`src/rtl/sd_sector_responder_if.sv`:
```
// Sector-transfer handshake between a requester (backup-RAM load/save logic)
// and a responder that serves 512-byte sectors. The requester owns a
// registered byte buffer addressed by sd_buff_addr.
interface sd_sector_responder_if;
    logic [31:0] sd_lba;
    logic        sd_rd;
    logic        sd_wr;
    logic        sd_ack;
    logic [8:0]  sd_buff_addr;
    logic [7:0]  sd_buff_dout;
    logic [7:0]  sd_buff_din;
    logic        sd_buff_wr;

    // Requester side: issues sector requests and owns the sector buffer.
    modport master (
        output sd_lba, sd_rd, sd_wr, sd_buff_din,
        input  sd_ack, sd_buff_addr, sd_buff_dout, sd_buff_wr
    );

    // Responder side: acknowledges requests and moves bytes.
    modport slave (
        input  sd_lba, sd_rd, sd_wr, sd_buff_din,
        output sd_ack, sd_buff_addr, sd_buff_dout, sd_buff_wr
    );
endinterface

```
`src/rtl/sd_sector_responder.sv`:
```
// Sector responder: serves 512-byte read/write sector requests from a
// byte-wide backing image memory with a request/ready handshake.
// Requests beyond the image (or beyond the addressable sectors) still run
// the full byte sequence, but read zeros / discard writes and raise err.
module sd_sector_responder #(
    parameter int IMG_AW    = 15,
    parameter int ACK_DELAY = 4
) (
    input  logic                  clk_sys,
    input  logic                  RESET_n,
    sd_sector_responder_if.slave  sd,
    input  logic [63:0]           img_size,
    output logic [IMG_AW-1:0]     img_addr,
    output logic                  img_rd,
    output logic                  img_wr,
    output logic [7:0]            img_wdata,
    input  logic [7:0]            img_rdata,
    input  logic                  img_ready,
    output logic                  busy,
    output logic                  err
);

    typedef enum logic [2:0] {
        IDLE, ACKWAIT, RD_FETCH, RD_PUT, WR_ADDR, WR_LAT, WR_STORE, DONE
    } state_t;

    localparam int          SEC_AW  = IMG_AW - 9;
    localparam int          LBA_W   = (SEC_AW > 0) ? SEC_AW : 1;
    localparam int          DLY_W   = $clog2(ACK_DELAY) + 1;
    localparam logic [63:0] SECTORS = 64'd1 << SEC_AW;

    state_t             state, state_nxt;
    logic [DLY_W-1:0]   dly_cnt;
    logic [8:0]         idx;
    logic [LBA_W-1:0]   lba_q;
    logic               dir_rd;
    logic               oor_q;
    logic               ack_q;
    logic [8:0]         buff_addr_q;
    logic [7:0]         buff_dout_q;
    logic               buff_wr_q;
    logic [7:0]         wdata_q;
    logic               err_q;

    logic               req;
    logic [63:0]        sector_end;
    logic               oor_now;
    logic               access_done;
    logic               last_byte;
    logic               dly_done;

    assign req         = sd.sd_rd | sd.sd_wr;
    assign sector_end  = ({32'd0, sd.sd_lba} + 64'd1) << 9;
    assign oor_now     = ({32'd0, sd.sd_lba} >= SECTORS) || (sector_end > img_size);
    // An out-of-range sector never touches the image, so each byte step
    // completes without waiting for img_ready.
    assign access_done = oor_q || img_ready;
    assign last_byte   = (idx == 9'd511);
    assign dly_done    = (dly_cnt == DLY_W'(ACK_DELAY - 1));

    // State register.
    // NOTE: clocked blocks use non-blocking assignments so every register
    // samples pre-edge values regardless of block ordering.
    always_ff @(posedge clk_sys or negedge RESET_n) begin
        if (!RESET_n) state <= IDLE;
        else          state <= state_nxt;
    end

    // Next-state decode.
    // NOTE: state_nxt is defaulted before the case so no path leaves it
    // unassigned, which would otherwise infer a latch.
    always_comb begin
        state_nxt = state;
        case (state)
            IDLE:     if (req) state_nxt = ACKWAIT;
            ACKWAIT:  if (dly_done) state_nxt = dir_rd ? RD_FETCH : WR_ADDR;
            RD_FETCH: if (access_done) state_nxt = RD_PUT;
            RD_PUT:   state_nxt = last_byte ? DONE : RD_FETCH;
            WR_ADDR:  state_nxt = WR_LAT;
            WR_LAT:   state_nxt = WR_STORE;
            WR_STORE: if (access_done) state_nxt = last_byte ? DONE : WR_ADDR;
            DONE:     state_nxt = IDLE;
            default:  state_nxt = IDLE;
        endcase
    end

    // Request latching, byte counter and registered handshake outputs.
    always_ff @(posedge clk_sys or negedge RESET_n) begin
        if (!RESET_n) begin
            dly_cnt     <= '0;
            idx         <= '0;
            lba_q       <= '0;
            dir_rd      <= 1'b0;
            oor_q       <= 1'b0;
            ack_q       <= 1'b0;
            buff_addr_q <= '0;
            buff_dout_q <= '0;
            buff_wr_q   <= 1'b0;
            wdata_q     <= '0;
            err_q       <= 1'b0;
        end else begin
            case (state)
                IDLE: begin
                    if (req) begin
                        lba_q   <= sd.sd_lba[LBA_W-1:0];
                        dir_rd  <= sd.sd_rd;
                        oor_q   <= oor_now;
                        err_q   <= 1'b0;
                        dly_cnt <= '0;
                    end
                end
                ACKWAIT: begin
                    if (dly_done) begin
                        ack_q <= 1'b1;
                        idx   <= '0;
                        err_q <= oor_q;
                        // The write path presents byte 0 to the requester buffer first.
                        if (!dir_rd) buff_addr_q <= '0;
                    end else begin
                        dly_cnt <= dly_cnt + DLY_W'(1);
                    end
                end
                RD_FETCH: begin
                    if (access_done) begin
                        buff_wr_q   <= 1'b1;
                        buff_addr_q <= idx;
                        buff_dout_q <= oor_q ? 8'h00 : img_rdata;
                    end
                end
                RD_PUT: begin
                    buff_wr_q <= 1'b0;
                    if (last_byte) ack_q <= 1'b0;
                    else           idx   <= idx + 9'd1;
                end
                WR_LAT: begin
                    // Requester buffer is registered: data for buff_addr is valid now.
                    wdata_q <= sd.sd_buff_din;
                end
                WR_STORE: begin
                    if (access_done) begin
                        if (last_byte) begin
                            ack_q <= 1'b0;
                        end else begin
                            idx         <= idx + 9'd1;
                            buff_addr_q <= idx + 9'd1;
                        end
                    end
                end
                DONE: begin
                    idx <= '0;
                end
                default: ;
            endcase
        end
    end

    generate
        if (SEC_AW > 0) begin : g_addr_lba
            assign img_addr = {lba_q, idx};
        end else begin : g_addr_single
            assign img_addr = idx;
        end
    endgenerate

    assign img_rd          = (state == RD_FETCH) && !oor_q;
    assign img_wr          = (state == WR_STORE) && !oor_q;
    assign img_wdata       = wdata_q;
    assign busy            = (state != IDLE);
    assign err             = err_q;

    assign sd.sd_ack       = ack_q;
    assign sd.sd_buff_addr = buff_addr_q;
    assign sd.sd_buff_dout = buff_dout_q;
    assign sd.sd_buff_wr   = buff_wr_q;

endmodule

```
`src/flat_wrapper.sv`:
```
// flat-port wrapper written by rule: the top's interface ports become plain ports
module sd_sector_responder_flat 
#(
    parameter int IMG_AW    = 15,
    parameter int ACK_DELAY = 4
)
  (clk_sys, RESET_n, img_size, img_addr, img_rd, img_wr, img_wdata, img_rdata, img_ready, busy, err, sd_sd_lba, sd_sd_rd, sd_sd_wr, sd_sd_buff_din, sd_sd_ack, sd_sd_buff_addr, sd_sd_buff_dout, sd_sd_buff_wr);
  sd_sector_responder_if sd_i ();
  input  logic clk_sys;
  input  logic RESET_n;
  input  logic [63:0] img_size;
  output logic [IMG_AW-1:0] img_addr;
  output logic img_rd;
  output logic img_wr;
  output logic [7:0] img_wdata;
  input  logic [7:0] img_rdata;
  input  logic img_ready;
  output logic busy;
  output logic err;
  input wire logic [$bits(sd_i.sd_lba)-1:0] sd_sd_lba;
  input wire logic [$bits(sd_i.sd_rd)-1:0] sd_sd_rd;
  input wire logic [$bits(sd_i.sd_wr)-1:0] sd_sd_wr;
  input wire logic [$bits(sd_i.sd_buff_din)-1:0] sd_sd_buff_din;
  output wire logic [$bits(sd_i.sd_ack)-1:0] sd_sd_ack;
  output wire logic [$bits(sd_i.sd_buff_addr)-1:0] sd_sd_buff_addr;
  output wire logic [$bits(sd_i.sd_buff_dout)-1:0] sd_sd_buff_dout;
  output wire logic [$bits(sd_i.sd_buff_wr)-1:0] sd_sd_buff_wr;
  assign sd_i.sd_lba = sd_sd_lba;
  assign sd_i.sd_rd = sd_sd_rd;
  assign sd_i.sd_wr = sd_sd_wr;
  assign sd_i.sd_buff_din = sd_sd_buff_din;
  assign sd_sd_ack = sd_i.sd_ack;
  assign sd_sd_buff_addr = sd_i.sd_buff_addr;
  assign sd_sd_buff_dout = sd_i.sd_buff_dout;
  assign sd_sd_buff_wr = sd_i.sd_buff_wr;
  sd_sector_responder #(.IMG_AW(IMG_AW), .ACK_DELAY(ACK_DELAY)) u_core (.clk_sys(clk_sys), .RESET_n(RESET_n), .sd(sd_i), .img_size(img_size), .img_addr(img_addr), .img_rd(img_rd), .img_wr(img_wr), .img_wdata(img_wdata), .img_rdata(img_rdata), .img_ready(img_ready), .busy(busy), .err(err));
endmodule
```
`config.mk`:
```
export PLATFORM = sky130hd
export DESIGN_NAME = sd_sector_responder_flat
export DESIGN_NICKNAME = d
export VERILOG_FILES = /design/src/rtl/sd_sector_responder_if.sv /design/src/rtl/sd_sector_responder.sv /design/src/flat_wrapper.sv
export SDC_FILE = /design/constraint.sdc
export NUM_CORES = 1
export LEC_CHECK = 0
export ABC_AREA = 1
export CORE_MARGIN = 2
export CORE_UTILIZATION = 41
export DETAILED_ROUTE_END_ITERATION = 7
export GPL_TIMING_DRIVEN = 0
export MAX_ROUTING_LAYER = met4
export PLACE_DENSITY = 0.74
export SETUP_SLACK_MARGIN = 0.3
export SLEW_MARGIN = 40
export SYNTH_ARGS = -nofsm -noshare
export SYNTH_HDL_FRONTEND = slang
export SYNTH_SLANG_ARGS = --single-unit
```
`constraint.sdc`:
```
create_clock -name clk_sys -period 6.14 [get_ports clk_sys]
set_clock_uncertainty 0.15 [all_clocks]
set_input_delay 1.228 -clock clk_sys [delete_from_list [all_inputs] [get_ports clk_sys]]
set_output_delay 1.228 -clock clk_sys [all_outputs]
set_load 0.01 [all_outputs]
```
==> metrics <==
status finished, final reports clean; num ports about 160; Slew headroom 58.2%; Core ar. 10300 µm²; top cell family by delay on the critical path simple AND/OR/NAND/NOR gates; Placer Congestion 0.916; layout cells sized above 1 ~7.4%; Sw Ratio just under 40%; Post-Synth XOR/XNOR Area 5.85%; wire per inst 13.3 µm; Post-Synth Adder-Cell Area between 10% and 20%; Syn Inst Count 599; Worst-path clk slew 90 ps; DRC viols 0; post-synthesis sequential area ratio 29.4%; first-iteration detailed-routing DRC count 174; hold-fix buffers at CTS 0; GRT Total Usage 22.0%; syn_nets 755; post-CTS setup buffer count 0; WP data required 6170 ps; die area 11400 µm²; Final Setup Violations 0; CP Buf/Inv Count 3; Num Clock Sinks 51; top post-synthesis cells by area dfrtp_1 (29%), nand2_1 (12%), ha_1 (11%); critical path cell sequence clkdlybuf4s50_1, ha_1, nand2_1, inv_1, nand2_1, nor2_2, nand4_2, nor3_2, nand2_1, nor2_1, xor2_1, inv_1, ha_1, nand4_1, nor3_1, nand4_1, nand2_1, a21oi_1; max-cap viol count 0; CTS Buf Count 5; largest family of logic cells by synthesized area simple AND/OR/NAND/NOR gates; vias per cell 4.96; Area Overhead vs Synth 43.5%; Combinational Power Share 51.9%; port bufs roughly 160; mapped cell area 4340 µm²; Internal Power 0.865 mW; area leader, netlist dfrtp_1; CP max-delay cell clkdlybuf4s50_1; Post-DP HPWL between 10 and 15 mm; library cells used by synthesis between 40 and 50; Critical Path Fanout Max 3; RSZ-0062 raised after global routing no; worst hold path type flip-flop to flip-flop; Psw around 0.56 mW; VDD IR-drop max approximately 0.15 mV; total power draw 1.43 mW; Sequential Power Share 35.3%; placed cell area roughly 6200 µm²; clk_lat worst skew 300 ps; FP Rows 37; Leak 2.99 nW; Setup Crit Path Kind primary input to flip-flop; Final Max Tran Viols 0; CP startpoint kind primary input; fillers ~950; Pre-antenna DRT Iters 5; DRT antenna net count 0; chip height 107 µm; Worst Tran Pin Value 624 ps; H-Tree Depth 2; Final TNS setup 0 ps; drt total wl 12.0 mm; compound-cell area share of the yosys netlist between 10% and 20%; post-layout instance area 6230 µm²; mux share of post-synthesis cell area 0.519%; Die X 107 µm; Clk pwr share 12.8%; PD cells 229 nW/µm²; pin count of the biggest net entering global routing 29; Nets 925; TritonCTS clock tree done; Starting Density 42.1%; gr ovfl total 0; antenna violations before repair 0; FF+latch count, synth 51; syn_area_per_cell a little over 7 µm²; max incr delay on CP 530 ps; Final Hold Viols 0; CP Data Arrival Time 4540 ps; Max Freq 222 MHz; YS warnings 0; Resized cells post-CTS 0; root buf cell clkbuf_8; post-layout min period 4500 ps; Antenna diodes 0; Synth Area in Simple Gates 30.9%; Period Utilization, post-route 73.4%; first-pass GRT wire length between 20 and 25 mm; endpoint type of the worst setup path flip-flop; vias in the first global route 4430; vias 4490; CP most frequent cell nand2_1; clk buf depth 2; Synth top area share between 20 and 30%
[final cells by class]
type                    count  area [µm²]  area share, %
repair buffers            163        1640           26.3
clock inverters             1        5.00         0.0803
clock buffers               7        76.3           1.22
inverters                 113         430           6.91
multi-input cells         434        2630           42.2
well taps                 136         170           2.73
plain buffers               1        5.00         0.0803
flip-flops and latches     51        1280           20.5
[Yosys cell counts (all sizes together)]
library cell  count
a31oi             1
nor4              8
a22oi             2
o41ai             1
clkinv            1
a32o              8
mux2              2
a31o              1
xnor2             2
o21ai            26
a211oi            1
o211ai            1
nand3            19
nor3             11
o21a              4
buf               1
and3              1
o31ai             1
a21o              3
o221ai            2
xor2             27
nor3b             1
o21bai            1
nand2           147
nand3b            1
o22ai             8
inv             112
dfrtp            51
nor2             77
nand4            20
a21oi            19
ha               39
[final timing paths]
check                               startpoint                         to  slack (ps)  cells after the start
setup / recovery                  sd_sd_lba[0]               u_core.oor_q        1640                     18
hold / removal             u_core.img_wdata[2]        u_core.img_wdata[2]         330                      2
setup reg to reg                 u_core.idx[0]              u_core.idx[0]        3730                     12
hold reg to reg            u_core.img_wdata[2]        u_core.img_wdata[2]         330                      2
max in group asynchronous              RESET_n  u_core.sd.sd_buff_dout[1]        4730                      2
min in group asynchronous              RESET_n            u_core.lba_q[3]         670                      1
[cell usage in the layout, fill, tap and decap left out, types with 3 or more instances in the layout]
master             n
inv_1            102
o22ai_1            7
nor4_1             8
nor3_1             9
o21ai_0           21
nand3_2            3
clkbuf_8           5
a32o_1             8
nand2_4            4
inv_2              8
dfrtp_1           51
nand2_1          141
ha_1              39
o21ai_1            4
nor2_2             9
nor2_4             6
o21a_1             3
xor2_1            27
clkdlybuf4s50_1  161
a21oi_1           19
nand3_1           15
nand4_1           18
nor2_1            62
a21o_1             3
[metal layers]
metal,vias to the layer above,share of wire [%],track usage (%)
li1,2290,-,-
met1,2061,43,26.6
met2,129,52,39.9
met3,10,3.9,2.19
met4,0,1.1,4.08
met5,-,0,-
[through the flow]
step           util [%]  setup slack, ps  hold WS [ps]  cells
3_3_place_gp       59.4             1370           303    897
3_5_place_dp       59.6             1310           311    898
5_1_grt            60.4             1360           361    906
6_report           60.4             1640           325    906
4_1_cts            60.4             1610           331    906
2_1_floorplan         -             2620           329    599
[logic make-up (layout without fill, tap and decap cells)]
kind of cell | Yosys count | in the layout
AO/OA/AOI/OAI | 79 | 79
XOR/XNOR | 29 | 29
adder cells (fa/ha/maj) | 39 | 39
buffers and inverters | 114 | 285
flip-flops | 51 | 51
multiplexers | 2 | 2
AND/OR/NAND/NOR | 285 | 285
[power groups by stage]
| stage | Sequential (mW) | Combinational [mW] | Clock, mW |
|---|---|---|---|
| after floorplan | 0.533 | 0.370 | 0 |
| after CTS | 0.504 | 0.748 | 0.186 |
| final | 0.505 | 0.743 | 0.183 |
| after detailed placement | 0.509 | 0.745 | 0 |
| after global placement | 0.505 | 0.727 | 0 |
| after global routing | 0.517 | 0.824 | 0.201 |
[worst register-to-register path: stages, from the launching register on]
cell,delay [ps]
dfrtp_1,430
ha_1,220
nand3_1,120
nand3b_1,220
nor3_1,240
ha_1,250
inv_1,110
o22ai_4,190
nor2_4,100
nand2_4,110
inv_2,60
nand2_1,60
o21ai_1,60
[registers in the layout (all words and copies together) (netlist names)]
signal / cells
u_core.err: 1
u_core.idx: 9
u_core.img_wdata: 8
u_core.state: 3
u_core.sd.sd_ack: 1
u_core.lba_q: 6
u_core.sd.sd_buff_dout: 8
u_core.dir_rd: 1
u_core.sd.sd_buff_addr: 9
u_core.oor_q: 1
u_core.dly_cnt: 3
u_core.sd.sd_buff_wr: 1
Power figures use the tool's default switching activity.
